<file path="config.mk">
export PLATFORM = sky130hd
export DESIGN_NAME = mcpu_ctrl_flat
export DESIGN_NICKNAME = d
export VERILOG_FILES = /design/src/rtl/mcpu_ctrl_if.sv /design/src/rtl/mcpu_ctrl.sv /design/src/flat_wrapper.sv
export SDC_FILE = /design/constraint.sdc
export NUM_CORES = 1
export LEC_CHECK = 0
export ABC_CLOCK_PERIOD_IN_PS = 2200
export CORE_UTILIZATION = 40
export CTS_CLUSTER_SIZE = 25
export DETAILED_ROUTE_END_ITERATION = 8
export GPL_ROUTABILITY_DRIVEN = 1
export GPL_TIMING_DRIVEN = 0
export PLACE_DENSITY = 0.83
export SETUP_SLACK_MARGIN = 0.5
export SYNTH_ARGS = -nofsm -noshare
export SYNTH_HDL_FRONTEND = slang
export SYNTH_SLANG_ARGS = --single-unit
</file>
<file path="constraint.sdc">
create_clock -name clk -period 2.2 [get_ports clk]
set_input_delay 0.44 -clock clk [delete_from_list [all_inputs] [get_ports clk]]
set_output_delay 0.44 -clock clk [all_outputs]
set_load 0.05 [all_outputs]
</file>
<file path="src/rtl/mcpu_ctrl_if.sv">
// Command bundle between the multicycle control FSM and the MCPU datapath.
// master = controller (mcpu_ctrl), slave = datapath/ALU side.
interface mcpu_ctrl_if;
  logic [5:0] opcode;
  logic [5:0] funct;
  logic       zero;
  logic       overflow;
  logic       mem_ready;
  logic       pc_write;
  logic       ir_write;
  logic       reg_write;
  logic       mem_read;
  logic       mem_write;
  logic       iord;
  logic       reg_dst;
  logic       mem_to_reg;
  logic       ext_zero;
  logic [1:0] alu_src_a;
  logic [1:0] alu_src_b;
  logic [1:0] pc_source;
  logic [3:0] alu_operation;
  logic       exc;
  logic [3:0] state;

  modport master (
    input  opcode, funct, zero, overflow, mem_ready,
    output pc_write, ir_write, reg_write, mem_read,
    output mem_write, iord, reg_dst, mem_to_reg,
    output ext_zero, alu_src_a, alu_src_b, pc_source,
    output alu_operation, exc, state
  );

  modport slave (
    output opcode, funct, zero, overflow, mem_ready,
    input  pc_write, ir_write, reg_write, mem_read,
    input  mem_write, iord, reg_dst, mem_to_reg,
    input  ext_zero, alu_src_a, alu_src_b, pc_source,
    input  alu_operation, exc, state
  );
endinterface

</file>
<file path="src/rtl/mcpu_ctrl.sv">
// Multicycle MIPS control FSM driving the datapath strobes and ALU code.
// Define OVERFLOW_TRAP_EN to trap on signed overflow instead of writing back.
module mcpu_ctrl #(
  parameter logic [1:0] TRAP_VEC_SEL = 2'b11
) (
  input logic         clk,
  input logic         rst,
  mcpu_ctrl_if.master bus
);

  typedef enum logic [3:0] {
    S_FETCH    = 4'd0,
    S_DECODE   = 4'd1,
    S_MEM_ADDR = 4'd2,
    S_MEM_RD   = 4'd3,
    S_MEM_WB   = 4'd4,
    S_MEM_WR   = 4'd5,
    S_EXEC     = 4'd6,
    S_R_WB     = 4'd7,
    S_BRANCH   = 4'd8,
    S_JUMP     = 4'd9,
    S_IMM_EXEC = 4'd10,
    S_IMM_WB   = 4'd11,
    S_TRAP     = 4'd12
  } state_t;

  localparam logic [3:0] A_AND  = 4'b0000;
  localparam logic [3:0] A_OR   = 4'b0001;
  localparam logic [3:0] A_ADD  = 4'b0010;
  localparam logic [3:0] A_XOR  = 4'b0011;
  localparam logic [3:0] A_NOR  = 4'b0100;
  localparam logic [3:0] A_SLT  = 4'b0101;
  localparam logic [3:0] A_SUB  = 4'b0110;
  localparam logic [3:0] A_SLTU = 4'b0111;
  localparam logic [3:0] A_SRL  = 4'b1000;
  localparam logic [3:0] A_SLL  = 4'b1001;
  localparam logic [3:0] A_SRA  = 4'b1010;
  localparam logic [3:0] A_MUL  = 4'b1011;
  localparam logic [3:0] A_ADDU = 4'b1100;
  localparam logic [3:0] A_SUBU = 4'b1101;

  localparam logic [5:0] OP_R    = 6'b000000;
  localparam logic [5:0] OP_LW   = 6'b100011;
  localparam logic [5:0] OP_SW   = 6'b101011;
  localparam logic [5:0] OP_BEQ  = 6'b000100;
  localparam logic [5:0] OP_BNE  = 6'b000101;
  localparam logic [5:0] OP_J    = 6'b000010;
  localparam logic [5:0] OP_ADDI = 6'b001000;

  state_t     st;
  state_t     dec_next;
  state_t     wb_next;
  logic [3:0] r_op;
  logic [3:0] i_op;
  logic       r_shift;
  logic       i_logic;
  logic       wb_trap;

  always_comb begin
    r_shift = 1'b0;
    unique case (bus.funct)
      6'b100000: r_op = A_ADD;
      6'b100001: r_op = A_ADDU;
      6'b100010: r_op = A_SUB;
      6'b100011: r_op = A_SUBU;
      6'b100100: r_op = A_AND;
      6'b100101: r_op = A_OR;
      6'b100110: r_op = A_XOR;
      6'b100111: r_op = A_NOR;
      6'b101010: r_op = A_SLT;
      6'b101011: r_op = A_SLTU;
      6'b011000: r_op = A_MUL;
      6'b000000: begin r_op = A_SLL; r_shift = 1'b1; end
      6'b000010: begin r_op = A_SRL; r_shift = 1'b1; end
      6'b000011: begin r_op = A_SRA; r_shift = 1'b1; end
      default:   r_op = A_ADD;
    endcase
  end

  always_comb begin
    i_logic = 1'b0;
    unique case (bus.opcode)
      6'b001001: i_op = A_ADDU;
      6'b001010: i_op = A_SLT;
      6'b001011: i_op = A_SLTU;
      6'b001100: begin i_op = A_AND; i_logic = 1'b1; end
      6'b001101: begin i_op = A_OR;  i_logic = 1'b1; end
      6'b001110: begin i_op = A_XOR; i_logic = 1'b1; end
      default:   i_op = A_ADD;
    endcase
  end

  always_comb begin
    unique case (1'b1)
      bus.opcode == OP_R:
        dec_next = S_EXEC;
      bus.opcode == OP_LW,
      bus.opcode == OP_SW:
        dec_next = S_MEM_ADDR;
      bus.opcode == OP_BEQ,
      bus.opcode == OP_BNE:
        dec_next = S_BRANCH;
      bus.opcode == OP_J:
        dec_next = S_JUMP;
      bus.opcode[5:3] == 3'b001 && bus.opcode != 6'b001111:
        dec_next = S_IMM_EXEC;
      default:
        dec_next = S_FETCH;
    endcase
  end

`ifdef OVERFLOW_TRAP_EN
  logic ovf_q;

  // Overflow is captured at the execute step; writeback decides on it.
  always_ff @(posedge clk or posedge rst) begin
    if (rst) begin
      ovf_q <= 1'b0;
    end else if (st == S_EXEC) begin
      ovf_q <= bus.overflow & (r_op == A_ADD || r_op == A_SUB);
    end else if (st == S_IMM_EXEC) begin
      ovf_q <= bus.overflow & (bus.opcode == OP_ADDI);
    end
  end

  assign wb_trap = ovf_q;
  assign wb_next = ovf_q ? S_TRAP : S_FETCH;
`else
  assign wb_trap = 1'b0;
  assign wb_next = S_FETCH;
`endif

  always_ff @(posedge clk or posedge rst) begin
    if (rst) begin
      st <= S_FETCH;
    end else begin
      case (st)
        S_FETCH:    if (bus.mem_ready) st <= S_DECODE;
        S_DECODE:   st <= dec_next;
        S_MEM_ADDR:
          st <= (bus.opcode == OP_SW) ? S_MEM_WR : S_MEM_RD;
        S_MEM_RD:   if (bus.mem_ready) st <= S_MEM_WB;
        S_MEM_WR:   if (bus.mem_ready) st <= S_FETCH;
        S_EXEC:     st <= S_R_WB;
        S_IMM_EXEC: st <= S_IMM_WB;
        S_R_WB:     st <= wb_next;
        S_IMM_WB:   st <= wb_next;
        default:    st <= S_FETCH;
      endcase
    end
  end

  // Reset forces every strobe low combinationally, even in FETCH.
  always_comb begin
    bus.pc_write      = 1'b0;
    bus.ir_write      = 1'b0;
    bus.reg_write     = 1'b0;
    bus.mem_read      = 1'b0;
    bus.mem_write     = 1'b0;
    bus.iord          = 1'b0;
    bus.reg_dst       = 1'b0;
    bus.mem_to_reg    = 1'b0;
    bus.ext_zero      = 1'b0;
    bus.alu_src_a     = 2'b00;
    bus.alu_src_b     = 2'b00;
    bus.pc_source     = 2'b00;
    bus.alu_operation = A_AND;
    bus.exc           = 1'b0;
    if (!rst) begin
      case (st)
        S_FETCH: begin
          bus.mem_read      = 1'b1;
          bus.alu_src_b     = 2'b01;
          bus.alu_operation = A_ADD;
          bus.pc_write      = bus.mem_ready;
          bus.ir_write      = bus.mem_ready;
        end
        S_DECODE: begin
          bus.alu_src_b     = 2'b11;
          bus.alu_operation = A_ADD;
        end
        S_MEM_ADDR: begin
          bus.alu_src_a     = 2'b01;
          bus.alu_src_b     = 2'b10;
          bus.alu_operation = A_ADD;
        end
        S_MEM_RD: begin
          bus.iord     = 1'b1;
          bus.mem_read = 1'b1;
        end
        S_MEM_WB: begin
          bus.mem_to_reg = 1'b1;
          bus.reg_write  = 1'b1;
        end
        S_MEM_WR: begin
          bus.iord      = 1'b1;
          bus.mem_write = 1'b1;
        end
        S_EXEC: begin
          bus.alu_src_a     = r_shift ? 2'b10 : 2'b01;
          bus.alu_operation = r_op;
        end
        S_R_WB: begin
          bus.reg_dst   = 1'b1;
          bus.reg_write = ~wb_trap;
        end
        S_BRANCH: begin
          bus.alu_src_a     = 2'b01;
          bus.alu_operation = A_SUB;
          bus.pc_source     = 2'b01;
          bus.pc_write      = bus.opcode[0] ^ bus.zero;
        end
        S_JUMP: begin
          bus.pc_source = 2'b10;
          bus.pc_write  = 1'b1;
        end
        S_IMM_EXEC: begin
          bus.alu_src_a     = 2'b01;
          bus.alu_src_b     = 2'b10;
          bus.alu_operation = i_op;
          bus.ext_zero      = i_logic;
        end
        S_IMM_WB: begin
          bus.reg_write = ~wb_trap;
        end
        S_TRAP: begin
          bus.pc_source = TRAP_VEC_SEL;
          bus.pc_write  = 1'b1;
          bus.exc       = wb_trap | 1'b1;
        end
        default: ;
      endcase
    end
  end

  assign bus.state = st;

endmodule

</file>
<file path="src/flat_wrapper.sv">
// flat-port wrapper written by rule: the top's interface ports become plain ports
module mcpu_ctrl_flat 
#(
  parameter logic [1:0] TRAP_VEC_SEL = 2'b11
)
  (clk, rst, bus_opcode, bus_funct, bus_zero, bus_overflow, bus_mem_ready, bus_pc_write, bus_ir_write, bus_reg_write, bus_mem_read, bus_mem_write, bus_iord, bus_reg_dst, bus_mem_to_reg, bus_ext_zero, bus_alu_src_a, bus_alu_src_b, bus_pc_source, bus_alu_operation, bus_exc, bus_state);
  mcpu_ctrl_if bus_i ();
  input logic clk;
  input logic rst;
  input wire logic [$bits(bus_i.opcode)-1:0] bus_opcode;
  input wire logic [$bits(bus_i.funct)-1:0] bus_funct;
  input wire logic [$bits(bus_i.zero)-1:0] bus_zero;
  input wire logic [$bits(bus_i.overflow)-1:0] bus_overflow;
  input wire logic [$bits(bus_i.mem_ready)-1:0] bus_mem_ready;
  output wire logic [$bits(bus_i.pc_write)-1:0] bus_pc_write;
  output wire logic [$bits(bus_i.ir_write)-1:0] bus_ir_write;
  output wire logic [$bits(bus_i.reg_write)-1:0] bus_reg_write;
  output wire logic [$bits(bus_i.mem_read)-1:0] bus_mem_read;
  output wire logic [$bits(bus_i.mem_write)-1:0] bus_mem_write;
  output wire logic [$bits(bus_i.iord)-1:0] bus_iord;
  output wire logic [$bits(bus_i.reg_dst)-1:0] bus_reg_dst;
  output wire logic [$bits(bus_i.mem_to_reg)-1:0] bus_mem_to_reg;
  output wire logic [$bits(bus_i.ext_zero)-1:0] bus_ext_zero;
  output wire logic [$bits(bus_i.alu_src_a)-1:0] bus_alu_src_a;
  output wire logic [$bits(bus_i.alu_src_b)-1:0] bus_alu_src_b;
  output wire logic [$bits(bus_i.pc_source)-1:0] bus_pc_source;
  output wire logic [$bits(bus_i.alu_operation)-1:0] bus_alu_operation;
  output wire logic [$bits(bus_i.exc)-1:0] bus_exc;
  output wire logic [$bits(bus_i.state)-1:0] bus_state;
  assign bus_i.opcode = bus_opcode;
  assign bus_i.funct = bus_funct;
  assign bus_i.zero = bus_zero;
  assign bus_i.overflow = bus_overflow;
  assign bus_i.mem_ready = bus_mem_ready;
  assign bus_pc_write = bus_i.pc_write;
  assign bus_ir_write = bus_i.ir_write;
  assign bus_reg_write = bus_i.reg_write;
  assign bus_mem_read = bus_i.mem_read;
  assign bus_mem_write = bus_i.mem_write;
  assign bus_iord = bus_i.iord;
  assign bus_reg_dst = bus_i.reg_dst;
  assign bus_mem_to_reg = bus_i.mem_to_reg;
  assign bus_ext_zero = bus_i.ext_zero;
  assign bus_alu_src_a = bus_i.alu_src_a;
  assign bus_alu_src_b = bus_i.alu_src_b;
  assign bus_pc_source = bus_i.pc_source;
  assign bus_alu_operation = bus_i.alu_operation;
  assign bus_exc = bus_i.exc;
  assign bus_state = bus_i.state;
  mcpu_ctrl #(.TRAP_VEC_SEL(TRAP_VEC_SEL)) u_core (.clk(clk), .rst(rst), .bus(bus_i));
endmodule
</file>
==> flow_metrics.tcl, run 1 <==
set metrics [dict create \
    outcome "aborted with a tool error" \
    lastStage "clock tree synthesis" \
    error_line "[ERROR DPL-0033] detailed placement checks failed during check placement." \
    syn_nets 174 \
    ys_seq_area_frac 0.1024 \
    postSynthAreaPerCell_sq_um 6.224 \
    die_w_microns 51.43 \
    cts_made_buffers 3 \
    syn_area_sq_um 977.2 \
    cts_root_buffer "clkbuf_4" \
    cts.sinks 4 \
    start_util 0.4334 \
    cts_hold_buf 0 \
    synth_cell_types 45 \
    yosys_register_bits 4 \
    syn_inst 157 \
    ys_warn_count 0 \
    ctsResizeCount 214 \
    cts_setup_buffers 19 \
    ctsHtreeMaxLevel 1 \
    die_h_microns 51.43 \
    dpl.hpwl_mm 2.926 \
    placedCellCount 219 \
    io_buffers 34 \
    pin_count 41 \
    place.gp.congestion 0.9291 \
    rows 17 \
    clockBufferDepth 2 \
]
## logic make-up after synthesis
logic type      synth area share
buf+inv                  0.08706
flops                     0.1024
fa+ha+maj                0.01024
compound gates            0.2561
xor+xnor                 0.04481
simple gates              0.4994
## synthesized netlist by cell type
cell type / instances / share of area
buf_2: 5 / 0.026
nor2_1: 17 / 0.065
a211o_1: 1 / 0.0090
or2_2: 1 / 0.0064
nor3b_1: 1 / 0.0077
a32oi_1: 2 / 0.018
nor4_1: 7 / 0.045
o21ai_0: 10 / 0.051
a211oi_1: 1 / 0.0077
xnor2_1: 5 / 0.045
nand3b_1: 2 / 0.015
a311oi_1: 1 / 0.0090
a31oi_1: 2 / 0.013
nand3_1: 10 / 0.051
and4_1: 1 / 0.0090
a21oi_1: 9 / 0.046
o32a_1: 1 / 0.010
o211ai_1: 1 / 0.0077
nand2b_1: 8 / 0.051
maj3_1: 1 / 0.010
nor4b_1: 1 / 0.0090
o31ai_2: 1 / 0.013
nand2_1: 16 / 0.061
nand4b_1: 1 / 0.0090
o21bai_1: 1 / 0.0077
or4_1: 1 / 0.0077
a32o_1: 1 / 0.010
o31ai_1: 1 / 0.0077
inv_1: 4 / 0.015
clkbuf_1: 9 / 0.035
nand4_1: 4 / 0.026
dfrtp_1: 4 / 0.10
a2111oi_0: 1 / 0.0090
and4bb_2: 1 / 0.013
nor2_2: 1 / 0.0064
and3_1: 2 / 0.013
nor3_1: 10 / 0.051
a221oi_1: 1 / 0.0090
o21ai_1: 1 / 0.0051
a211o_2: 1 / 0.010
or4_4: 1 / 0.012
o211ai_2: 1 / 0.013
buf_6: 1 / 0.012
nor2b_1: 5 / 0.032
nand2b_2: 1 / 0.0090
## per-stage QoR
stage	setup WS [ns]	area [sq um]
3_5_place_dp	-1.121	1844
3_3_place_gp	-1.124	1844
2_1_floorplan	-0.02255	1469
==> run 2, diff against run 1 <==
--- a/config.mk
+++ b/config.mk
@@ -6,13 +6,11 @@
 export NUM_CORES = 1
 export LEC_CHECK = 0
 export ABC_CLOCK_PERIOD_IN_PS = 2200
-export CORE_UTILIZATION = 40
-export CTS_CLUSTER_SIZE = 25
+export CORE_UTILIZATION = 25
 export DETAILED_ROUTE_END_ITERATION = 8
 export GPL_ROUTABILITY_DRIVEN = 1
 export GPL_TIMING_DRIVEN = 0
-export PLACE_DENSITY = 0.83
-export SETUP_SLACK_MARGIN = 0.5
+export PLACE_DENSITY_LB_ADDON = 0.15
 export SYNTH_ARGS = -nofsm -noshare
 export SYNTH_HDL_FRONTEND = slang
 export SYNTH_SLANG_ARGS = --single-unit
==> run 2 against run 1 <==
  * The flow now finishes, with violations (negative setup slack)
  * Synthesized cell count did not move
  * Area after synthesis did not move
==> flow_metrics.tcl, run 2 <==
set metrics [dict create \
    outcome "finished, violations left" \
    violations "negative setup slack" \
    synth_flop_cell "dfrtp_1" \
    start_util 0.2630 \
    setup_slack_ns -0.1101 \
    setup_viol 2 \
    pre_cts_ws_ns -1.134 \
    core_sq_um 3716 \
    placedCellCount 239 \
    yosys_register_bits 4 \
    postSynthAreaPerCell_sq_um 6.224 \
    cp-end-kind "output port" \
    holdWs_ns 0.3441 \
    wl_per_cell_microns 14.58 \
    finalClockSkew_ns 0.005430 \
    track_usage 0.1829 \
    die-area_sq_um 4163 \
    syn_inst 157 \
    synth.area.top_cells "dfrtp_1 10%, nor2_1 6.5%, nand2_1 6.1%" \
    fin_cells 255 \
    area_delta_synth_final_pct 80.79 \
    fmax_mhz 432.9 \
    crit_type "input port to output port" \
    crit_fanout 5 \
    drc_errors 0 \
    drt.antenna.violating_nets 0 \
    drv_cap 0 \
    fin_crit_sh 1.050 \
    vias 1383 \
    critPathLaunch "bus_funct[0]" \
    dpl.hpwl_mm 2.648 \
    drt_wl_total_mm 3.717 \
    clockBufferDepth 2 \
    finalNetCount 226 \
    postSynth.asyncResetShare 1.000 \
    io_buffers 34 \
    synth_top_cells_by_count "17 x nor2_1, 16 x nand2_1, 10 x nand3_1, 10 x nor3_1, 10 x o21ai_0" \
    antenna_cells 0 \
    arrival_ns 1.87 \
    syn_area_sq_um 977.2 \
    period_needed_ns 2.310 \
    synth_top_area_cell "dfrtp_1" \
    die_w_microns 64.52 \
    final_common_cell "nand2_1" \
    clk_latency_ns 0.22 \
    worstReg2RegStart "u_core.bus.state[1]" \
    drtPass1Iterations 4 \
    cellPowerDensity_nw_per_um2 919.2 \
    cts.sinks 4 \
    cp-start-kind "input port" \
    grt_antenna_before_repair 0 \
    path_clk_slew_ns 0.03 \
    synth_cell_types 45 \
    ctsHtreeMaxLevel 1 \
    largest_reg_flops 4 \
    worst_pin_slew_ns 0.4951 \
    cp.required_ns 1.76 \
    cts_made_buffers 3 \
    yosysTopAreaCellShare 0.1024 \
    overflow 0 \
    synth_edf_count 0 \
    leakage_nw 0.6561 \
    peakVddDrop_mv 0.4176 \
    rsz0062_at_grt "yes" \
    yosysMostFrequentCell "nor2_1" \
    grt_pass1_wl_mm 6.154 \
    drt-initial-drc-count 88 \
    grt_pass1_vias 1253 \
    rows 22 \
    hp-class "input port to asynchronous set/reset pin" \
    place.gp.congestion 0.8847 \
    hold_violations 0 \
    grt_start_max_net_pins 11 \
    cts_root_buffer "clkbuf_8" \
    layout_common_cells "15 x nand2_1, 14 x buf_4, 11 x nor2_1" \
    drive_gt1_frac 0.4589 \
    via_per_inst 5.424 \
    ys_seq_area_frac 0.1024 \
    ys_warn_count 0 \
    maxSlewViolCount 0 \
    slew_headroom 0.6689 \
    syn_nets 174 \
    die_h_microns 64.52 \
    cts_tree "built" \
    pin_count 41 \
]
## run 2: cell counts after synthesis
No cell type changed its count.
## run 2: worst max-delay path, cell delays in order
cell and delay, ns:
buf_6 0.09, buf_6 0.12, nor4_4 0.25, a21oi_1 0.07, or4_4 0.57, a21oi_4 0.16, buf_6 0.17
## run 2: routing by layer
layer | GRT usage | vias up | share of wire | wire (microns)
li1 | - | 685 | - | -
met1 | 0.2767 | 648 | 0.48 | 1768
met2 | 0.2776 | 48 | 0.47 | 1738
met3 | 0.02993 | 2 | 0.054 | 201
met4 | 0.01389 | 0 | 0.0022 | 8
met5 | 0 | - | 0 | 0
## run 2: kinds of logic after synthesis
family          synth area share
compound gates            0.2561
xor+xnor                 0.04481
fa+ha+maj                0.01024
buf+inv                  0.08706
flops                     0.1024
simple gates              0.4994
## run 2: path summary, 6_finish.rpt
kind,to,slack (ns),cells after the start
max reg2reg,u_core.bus.state[0],0.37,6
min in group clk,u_core.bus.state[3],0.75,3
min reg2reg,u_core.bus.state[3],0.75,3
max in group asynchronous,u_core.bus.state[3],1.60,2
max,bus_alu_operation[3],-0.11,7
min,u_core.bus.state[1],0.34,2
## run 2: stage by stage
stage / power (W) / utilization / setup TNS (ns) / cell area (sq um)
2_1_floorplan: 0.0009874 / - / -1.289 / 1112
3_3_place_gp: 0.001304 / 0.4071 / -11.92 / 1513
3_5_place_dp: 0.001309 / 0.4071 / -12.24 / 1513
4_1_cts: 0.001470 / 0.4481 / -0.3221 / 1665
5_1_grt: 0.001736 / 0.4754 / -0.3163 / 1767
6_report: 0.001624 / 0.4754 / -0.1257 / 1767
## run 2: cell type report
class,instances,area [sq um]
fill,396,1949
multi-input combinational,134,1007
timing repair buffer,47,411.6
buffer,15,126.4
sequential,4,105.1
tap,48,60.06
clock buffer,3,41.29
inverter,4,15.01
## run 2: timing repair
| item | 4_1_cts | 5_1_grt |
|---|---|---|
| endpoints found under the setup margin | 20 | 20 |
| endpoints found under the hold margin | 0 | 0 |
| cloned | 1 | 0 |
| buffers inserted | 7 | 5 |
| pin swaps | 6 | 7 |
| hold buffers | 0 | 0 |
| gates resized for setup | 124 | 44 |
## run 2: power by group
part           switching (W)  internal, W  total, W
Sequential         0.0000346     0.000106  0.000140
Clock              0.0000372     0.000117  0.000154
Combinational       0.000843     0.000487   0.00133
Power figures use the tool's default switching activity.
==> run 3, diff against run 2 <==
--- a/config.mk
+++ b/config.mk
@@ -7,6 +7,7 @@
 export LEC_CHECK = 0
 export ABC_CLOCK_PERIOD_IN_PS = 2200
 export CORE_UTILIZATION = 25
+export CTS_CLUSTER_DIAMETER = 30
 export DETAILED_ROUTE_END_ITERATION = 8
 export GPL_ROUTABILITY_DRIVEN = 1
 export GPL_TIMING_DRIVEN = 0
==> results of run 3 <==
Final layout, timing and power as in run 2 (identical DEF).
